<file path="src/rtl/gfx_bank_arbiter.sv">
// -----------------------------------------------------------------------------
// gfx_bank_arbiter
//
// Shares one video-memory bank read port between four graphics fetch
// requesters (0=sprite, 1=bg0, 2=bg1, 3=overlay) with round-robin priority.
// One word read is in flight at a time; the fetched word is returned on the
// shared REQ_DATA bus together with a one-cycle REQ_READYg pulse to the
// granted requester g.
//
// Optional feature macro: GFX_BANK_ARB_TIMEOUT_EN
//   defined   : a watchdog aborts a bank read that has not completed after
//               TIMEOUT BUSY cycles, returns 0 and sets the sticky ERR flag.
//   undefined : BUSY waits indefinitely, ERR is tied low, ERR_CLR is unused.
//
// Ports
//   CLK, RSTb            clock (rising edge), async active-low reset
//   REQ_ADDR0..3         requester read addresses
//   REQ_VALID0..3        requester read requests
//   REQ_READY0..3        one-cycle data-valid pulse to the granted requester
//   REQ_DATA             returned word, shared by all requesters
//   B_ADDR, B_VALID      bank request (address = low bits of granted address)
//   B_DIN, B_READY       bank read data and its data-valid pulse
//   ERR, ERR_CLR         sticky watchdog timeout flag and its clear
// -----------------------------------------------------------------------------
module gfx_bank_arbiter #(
   parameter int BITS              = 16,
   parameter int ADDRESS_BITS      = 16,
   parameter int BANK_ADDRESS_BITS = 14,
   parameter int TIMEOUT           = 64
) (
   input  logic                         CLK,
   input  logic                         RSTb,
   input  logic [ADDRESS_BITS-1:0]      REQ_ADDR0,
   input  logic [ADDRESS_BITS-1:0]      REQ_ADDR1,
   input  logic [ADDRESS_BITS-1:0]      REQ_ADDR2,
   input  logic [ADDRESS_BITS-1:0]      REQ_ADDR3,
   input  logic                         REQ_VALID0,
   input  logic                         REQ_VALID1,
   input  logic                         REQ_VALID2,
   input  logic                         REQ_VALID3,
   output logic                         REQ_READY0,
   output logic                         REQ_READY1,
   output logic                         REQ_READY2,
   output logic                         REQ_READY3,
   output logic [BITS-1:0]              REQ_DATA,
   output logic [BANK_ADDRESS_BITS-1:0] B_ADDR,
   output logic                         B_VALID,
   input  logic [BITS-1:0]              B_DIN,
   input  logic                         B_READY,
   output logic                         ERR,
   input  logic                         ERR_CLR
);

   typedef enum logic [1:0] {
      S_IDLE = 2'd0,
      S_BUSY = 2'd1,
      S_RESP = 2'd2
   } state_t;

   state_t                         r_state;
   state_t                         w_next;
   logic [1:0]                     r_ptr;
   logic [1:0]                     r_g;
   logic [BANK_ADDRESS_BITS-1:0]   r_b_addr;
   logic [BITS-1:0]                r_data;
   logic [3:0]                     w_valid;
   logic [ADDRESS_BITS-1:0]        w_addr [4];
   logic                           w_any;
   logic [1:0]                     w_win;
   logic                           w_timeout;
   logic [3:0]                     w_ready;
   logic                           w_unused_ok;

   assign w_valid   = {REQ_VALID3, REQ_VALID2, REQ_VALID1, REQ_VALID0};
   assign w_addr[0] = REQ_ADDR0;
   assign w_addr[1] = REQ_ADDR1;
   assign w_addr[2] = REQ_ADDR2;
   assign w_addr[3] = REQ_ADDR3;
   assign w_any     = |w_valid;

   // Upper requester address bits are never forwarded to the bank.
   assign w_unused_ok = ^{REQ_ADDR0, REQ_ADDR1, REQ_ADDR2, REQ_ADDR3, ERR_CLR};

   // Round-robin search starting at r_ptr. Offsets are visited from the
   // farthest to the nearest so the nearest requesting index wins.
   always_comb begin
      logic [1:0] idx;
      // NOTE: every variable written here gets a default first; a path that
      // leaves one unassigned would infer a latch.
      w_win = r_ptr;
      idx   = r_ptr;
      for (int k = 3; k >= 0; k--) begin
         idx = r_ptr + 2'(k);
         if (w_valid[idx]) begin
            w_win = idx;
         end
      end
   end

   // ---------------------------------------------------------------- FSM
   // NOTE: sequential state uses non-blocking assignments so every register
   // samples pre-edge values regardless of process ordering.
   always_ff @(posedge CLK or negedge RSTb) begin
      if (!RSTb) begin
         r_state <= S_IDLE;
      end else begin
         r_state <= w_next;
      end
   end

   always_comb begin
      w_next = r_state;
      case (r_state)
         S_IDLE:  if (w_any) w_next = S_BUSY;
         S_BUSY:  if (B_READY || w_timeout) w_next = S_RESP;
         S_RESP:  w_next = S_IDLE;
         default: w_next = S_IDLE;
      endcase
   end

   always_comb begin
      B_VALID = (r_state == S_BUSY);
      w_ready = '0;
      if (r_state == S_RESP) begin
         w_ready[r_g] = 1'b1;
      end
   end

   assign REQ_READY0 = w_ready[0];
   assign REQ_READY1 = w_ready[1];
   assign REQ_READY2 = w_ready[2];
   assign REQ_READY3 = w_ready[3];

   // ----------------------------------------------------------- datapath
   // Address is captured at grant time so requester changes during BUSY
   // cannot disturb the bank request. B_READY outside BUSY is ignored.
   always_ff @(posedge CLK or negedge RSTb) begin
      if (!RSTb) begin
         r_ptr    <= 2'd0;
         r_g      <= 2'd0;
         r_b_addr <= '0;
         r_data   <= '0;
      end else begin
         case (r_state)
            S_IDLE: begin
               if (w_any) begin
                  r_g      <= w_win;
                  r_ptr    <= w_win + 2'd1;
                  r_b_addr <= w_addr[w_win][BANK_ADDRESS_BITS-1:0];
               end
            end
            S_BUSY: begin
               if (B_READY) begin
                  r_data <= B_DIN;
               end else if (w_timeout) begin
                  r_data <= '0;
               end
            end
            default: ;
         endcase
      end
   end

   assign B_ADDR   = r_b_addr;
   assign REQ_DATA = r_data;

`ifdef GFX_BANK_ARB_TIMEOUT_EN
   localparam int WD_W = (TIMEOUT > 1) ? $clog2(TIMEOUT) : 1;

   logic [WD_W-1:0] r_wd_cnt;
   logic            r_err;

   // A completing B_READY in the last count cycle beats the abort.
   assign w_timeout = (r_state == S_BUSY) && !B_READY &&
                      (r_wd_cnt == WD_W'(TIMEOUT - 1));

   // Counter is held at 0 outside BUSY, so it starts from 0 on BUSY entry.
   always_ff @(posedge CLK or negedge RSTb) begin
      if (!RSTb) begin
         r_wd_cnt <= '0;
         r_err    <= 1'b0;
      end else begin
         if (r_state == S_BUSY) begin
            r_wd_cnt <= r_wd_cnt + 1'b1;
         end else begin
            r_wd_cnt <= '0;
         end
         // A new timeout wins over a simultaneous clear.
         if (w_timeout) begin
            r_err <= 1'b1;
         end else if (ERR_CLR) begin
            r_err <= 1'b0;
         end
      end
   end

   assign ERR = r_err;
`else
   assign w_timeout = 1'b0;
   assign ERR       = 1'b0;
`endif

endmodule
</file>
<file path="config.mk">
export PLATFORM = sky130hd
export DESIGN_NAME = gfx_bank_arbiter
export DESIGN_NICKNAME = d
export VERILOG_FILES = /design/src/rtl/gfx_bank_arbiter.sv
export SDC_FILE = /design/constraint.sdc
export NUM_CORES = 1
export LEC_CHECK = 0
export CAP_MARGIN = 10
export CORE_UTILIZATION = 40
export DETAILED_ROUTE_END_ITERATION = 10
export PLACE_DENSITY = 0.89
export SKIP_CTS_REPAIR_TIMING = 1
export SYNTH_ARGS = -nofsm -noshare
export SYNTH_HDL_FRONTEND = slang
export SYNTH_SLANG_ARGS = --single-unit
</file>
<file path="constraint.sdc">
create_clock -name CLK -period 3.9 [get_ports CLK]
set_input_delay 0.585 -clock CLK [delete_from_list [all_inputs] [get_ports CLK]]
set_output_delay 0.585 -clock CLK [all_outputs]
set_load 0.01 [all_outputs]
</file>
# Word level (Yosys, flattened, before mapping)

Index checks and enable logic that the tools add are counted.

Register bits: 36
Input port bits: 88
Output and inout bits: 36
Logic and storage cells: 48

Add/subtract/negate cells: 4
$lt $le $gt $ge: 7
Equality and inequality tests: 4
Multiplexer cells: 21
Bitwise logic cells: 1
Reductions and logical operators: 6

Operators with widths:

| cell                                                               | count |
|---|---|
| binary-select mux 16 bit (select 2 bit)                            | 1 |
| two-way mux 14 bit                                                 | 2 |
| less-than comparator 2 x 3 -> 1 bit (second input constant)        | 5 |
| two-way mux 2 bit                                                  | 6 |
| binary-select mux 1 bit (select 2 bit)                             | 4 |
| AND reduction 2 bit                                                | 3 |
| two-way mux 1 bit                                                  | 5 |
| adder 2 x 1 -> 2 bit (second input constant)                       | 2 |
| adder 2 bit (second input constant)                                | 2 |
| two-way mux 4 bit                                                  | 1 |
| case mux 2 bit (2 select lines)                                    | 1 |
| OR reduction 4 bit                                                 | 1 |
| greater-or-equal comparator 3 bit (second input constant)          | 1 |
| inverter 2 -> 3 bit                                                | 1 |
| demux 1 bit (select 2 bit)                                         | 1 |
| equality test 2 x 1 -> 1 bit (second input constant)               | 1 |
| equality test 2 bit (second input constant)                        | 1 |
| greater-or-equal comparator 2 x 1 -> 1 bit (second input constant) | 1 |
| zero test 2 bit                                                    | 1 |
| != test 2 x 1 -> 1 bit (second input constant)                     | 1 |
| != test 2 bit (second input constant)                              | 1 |
| logical AND 1 bit                                                  | 1 |

# Depth between registers and ports, before layout

Depth after elaboration: 11
Mapped depth: 7

# Worst setup path after synthesis

OpenSTA, ideal clock, no wires.

Kind: input port to flip-flop
Start point: in REQ_VALID2
End point: reg r_b_addr[3], in the netlist B_ADDR[3]
Arrival: 1.701 ns
Data required time: 3.768 ns
Path slack: 2.067 ns
Stages: 7
Cell sequence: nor2_1 > a211o_1 > and3_1 > buf_4 > buf_6 > a211oi_1 > a211oi_2

Word-level cells in the longest chain between the ends: 10

RTL lines:

| element                                               | line | source |
|---|---|---|
| from (decl)                                           | 39   | `input logic REQ_VALID2,` |
| binary-select mux 1 bit (select 2 bit)                | 94   | `if (w_valid[idx]) begin` |
| two-way mux 1 bit (implied by the code)               | 94   |  |
| two-way mux 2 bit (4 in a row)                        | 94   |  |
| inverter 2 -> 3 bit (implied by the code)             | 149  | `r_b_addr <= w_addr[w_win][BANK_ADDRESS_BITS-1:0];` |
| binary-select mux 16 bit (select 2 bit)               | 149  |  |
| two-way mux 14 bit (implied by the code) (2 in a row) | 149  |  |
| to (signal assigned)                                  | 149  |  |
| to (decl)                                             | 64   | `logic [BANK_ADDRESS_BITS-1:0] r_b_addr;` |

Parallel ways exist; a longest one is shown, timed or not. The select of a mux whose other input is x is not followed.
A chain may end at the register's enable or synchronous reset.

# Final worst setup path

Start point: in REQ_VALID1
End point: reg r_b_addr[2], in the netlist B_ADDR[2]

Word-level cells in the longest chain between the ends: 10

RTL lines:

| element                                               | line | source |
|---|---|---|
| from (decl)                                           | 38   | `input logic REQ_VALID1,` |
| binary-select mux 1 bit (select 2 bit)                | 94   |  |
| two-way mux 1 bit (implied by the code)               | 94   |  |
| two-way mux 2 bit (4 in a row)                        | 94   |  |
| inverter 2 -> 3 bit (implied by the code)             | 149  |  |
| binary-select mux 16 bit (select 2 bit)               | 149  |  |
| two-way mux 14 bit (implied by the code) (2 in a row) | 149  |  |

Parallel ways exist; a longest one is shown, timed or not. The select of a mux whose other input is x is not followed.

==> summary.md <==
| Metric | Value |
|---|---|
| Antenna-violating nets left | 0 |
| Num Clock Sinks | 36 |
| Worst vdd ir | 460.8 uV |
| Clock Tree Root | clkbuf_8 |
| Vias | 1830 |
| Drt initial violations | 122 |
| Vias per cell | 4.973 |
| Global-route wire length before repair | 8.652 mm |
| Largest net degree at the start of global routing | 37 |
| Sequential area share after synthesis | 0.4450 |
| Max Slew Vio Count | 0 |
| Setup crit end kind | register |
| FFs w/ async S/R, synth | 1.000 |
| Most common cell in the netlist | dfrtp_1 |
| Gpl congestion | 0.7829 |
| Multi-input logic area | 955.9 sq um |
| Layout fillers | 363 |
| Max_cap viols | 0 |
| Layout Nets | 388 |
| Clk_lat worst skew | 0.29 ns |
| Starting density of the core | 0.4230 |
| Kind of critical path | primary input to register |
| Cell area after synthesis | 0.002024 sq mm |
| Avg Inst Size Synth | 10.71 sq um |
| RSZ-0062 raised after global routing | false |
| GR Util met3 | 0.08978 |
| Final setup fails | 0 |
| Clock-pin slew on the worst setup and hold paths | 0.08 ns |
| Die area | 0.005349 sq mm |
| Critical Path Start Type | primary input |
| CTS tree | done |
| Initial antenna violation count | 0 |
| Setup tns final | 0 ns |
| Tcrit/Tclk final | 0.6535 |
| Final hold vios | 0 |
| Ant diodes | 0 |
| Fmax | 392.4 MHz |
| Synth top area cells | dfrtp_1 (44%), mux2_2 (9.5%), mux2i_1 (6.9%) |
| Bufs on Longest Clock Path | 2 |
| Port-buffer cells | 113 |
| Cell Pwr Density | 677.4 mW/mm^2 |
| GRT Residual Overflow | 0 |
| Worst EP required | 4.03 ns |
| Num rows | 25 |
| Arrival @ worst endpoint | 2.67 ns |
| Worst Tran Pin Value | 0.8252 ns |
| Die X | 73.14 um |
| Layout cells sized above 1 | 0.1528 |
| Drc violations | 0 |
| Die H | 73.14 um |
| M2 GR Usage | 0.3508 |
| FF+latch area | 900.9 sq um |
| Vias in the first global route | 1887 |
| Mapped Cells | 189 |
| Core area | 0.004786 sq mm |
| Setup WS pre-CTS | 1.034 ns |
| HP Class | primary input to asynchronous set/reset pin |
| H-tree levels | 2 |
| Gr usage total | 0.2152 |
| Leakage | 1.343 nW |
| # IOs | 124 |
| Final WS setup | 1.351 ns |
| Final HPWL DP | 3.995 mm |
| Synth warnings | 0 |
| Yosys top cell by area | dfrtp_1 |
| Pre-antenna DRT Iters | 4 |
| M1 GR Usage | 0.2607 |
| Synth-to-layout area growth | 61.80% |
| Synth Flop Type | dfrtp_1 |
| Synth top area share | 0.4450 |
| Max_slew headroom | 0.4499 |
| GRT busiest layer | met2 |
| Wire per inst | 15.02 um |
| CP max FO | 15 |
| Post-synth EDFFs | 0 |
| Num CTS Buffers | 5 |
| Mapped Nets | 277 |
| Top cells by instance count after synthesis | dfrtp_1 (36), nor2_1 (24), a211oi_1 (17), mux2_2 (17), inv_1 (16) |
| Outcome | finished clean |
| Netlist cell types | 30 |
| Flops & latches, synth | 36 |
| Worst Clk Skew | 0.005406 ns |
| Tmin final | 2.549 ns |
| Post-Route WL | 5.529 mm |
-- cell usage in the layout, fill, tap and decap left out --
cell             instances
nor3_2                   1
a211oi_1                17
nand2_1                  3
a221o_1                  1
nor4_1                   1
a211oi_2                11
o21bai_2                 1
o22ai_1                  1
a31oi_1                 14
inv_1                   16
clkinvlp_4               1
dfrtp_1                 36
buf_2                    1
o221ai_2                 1
and2_1                   1
and3_1                   2
clkinv_2                 1
o21ai_2                  1
clkdlybuf4s50_1        112
mux2i_1                 14
a21o_1                   1
nor2b_1                  6
mux2_2                  17
buf_4                    5
clkbuf_8                 5
conb_1                   1
a21oi_1                  2
nor3b_1                  1
nor2_1                  24
a211o_1                  1
xor2_1                   1
bufinv_16                1
-- worst max-delay path, cell delays in order --
cell and delay, ns:
clkdlybuf4s50_1 0.56, nor2_1 0.07, a221o_1 0.38, o22ai_1 0.22, and2_1 0.68, a211oi_1 0.18
-- kinds of logic after synthesis --
family,share of synthesized area
simple gates,0.08962
buf+inv,0.08282
compound gates,0.2126
flops,0.4450
other cells,0.001852
mux,0.1638
xor+xnor,0.004327
-- layer usage --
metal | wire (um) | part of all wire
met1 | 2350 | 0.43
met2 | 2525 | 0.46
met3 | 596 | 0.11
met4 | 57 | 0.010
met5 | 0 | 0
-- registers in the layout, summed over array words and instances, names as in the netlist --
register / flops
REQ_DATA: 16
B_ADDR: 14
r_g: 2
r_ptr: 2
r_state: 2
-- power by group --
part | leakage, nW | internal (mW) | switching [mW]
Sequential | 0.412 | 0.565 | 0.114
Combinational | 0.877 | 0.665 | 0.543
Clock | 0.0541 | 0.189 | 0.144
-- final timing paths --
path | from | end | slack [ns] | cells after the start
worst min-delay path | RSTb | REQ_DATA[6]$_DFFE_PN0P_ | 0.38 | 1
max in group asynchronous | RSTb | B_ADDR[13]$_DFFE_PN0P_ | 2.99 | 1
min in group CLK | REQ_DATA[2]$_DFFE_PN0P_ | REQ_DATA[2]$_DFFE_PN0P_ | 0.51 | 1
worst max register to register | r_ptr[1]$_DFFE_PN0P_ | B_ADDR[2]$_DFFE_PN0P_ | 1.77 | 5
worst max-delay path | REQ_VALID1 | B_ADDR[2]$_DFFE_PN0P_ | 1.35 | 6
worst min register to register | REQ_DATA[2]$_DFFE_PN0P_ | REQ_DATA[2]$_DFFE_PN0P_ | 0.51 | 1
-- through the flow --
stage / hold WS [ns] / cell area [sq um] / std cells / utilization / total power [mW]
final: 0.3811 / 3276 / 368 / 0.6844 / 2.219
after CTS: 0.4094 / 3276 / 368 / 0.6844 / 2.241
after detailed placement: 0.4924 / 3164 / 360 / 0.6612 / 1.900
after floorplan: 0.2894 / 2024 / 189 / - / 1.387
after global routing: 0.4473 / 3276 / 368 / 0.6844 / 2.367
after global placement: 0.4868 / 3164 / 360 / 0.6612 / 1.868
-- layout make-up --
class,instances,area share
multi-input combinational,123,0.2918
tap,67,0.02559
sequential,36,0.2750
inverter,16,0.01833
clock inverter,3,0.01299
timing repair buffer,118,0.3552
clock buffer,5,0.02101
No activity file was read; power rests on OpenSTA's default activity.
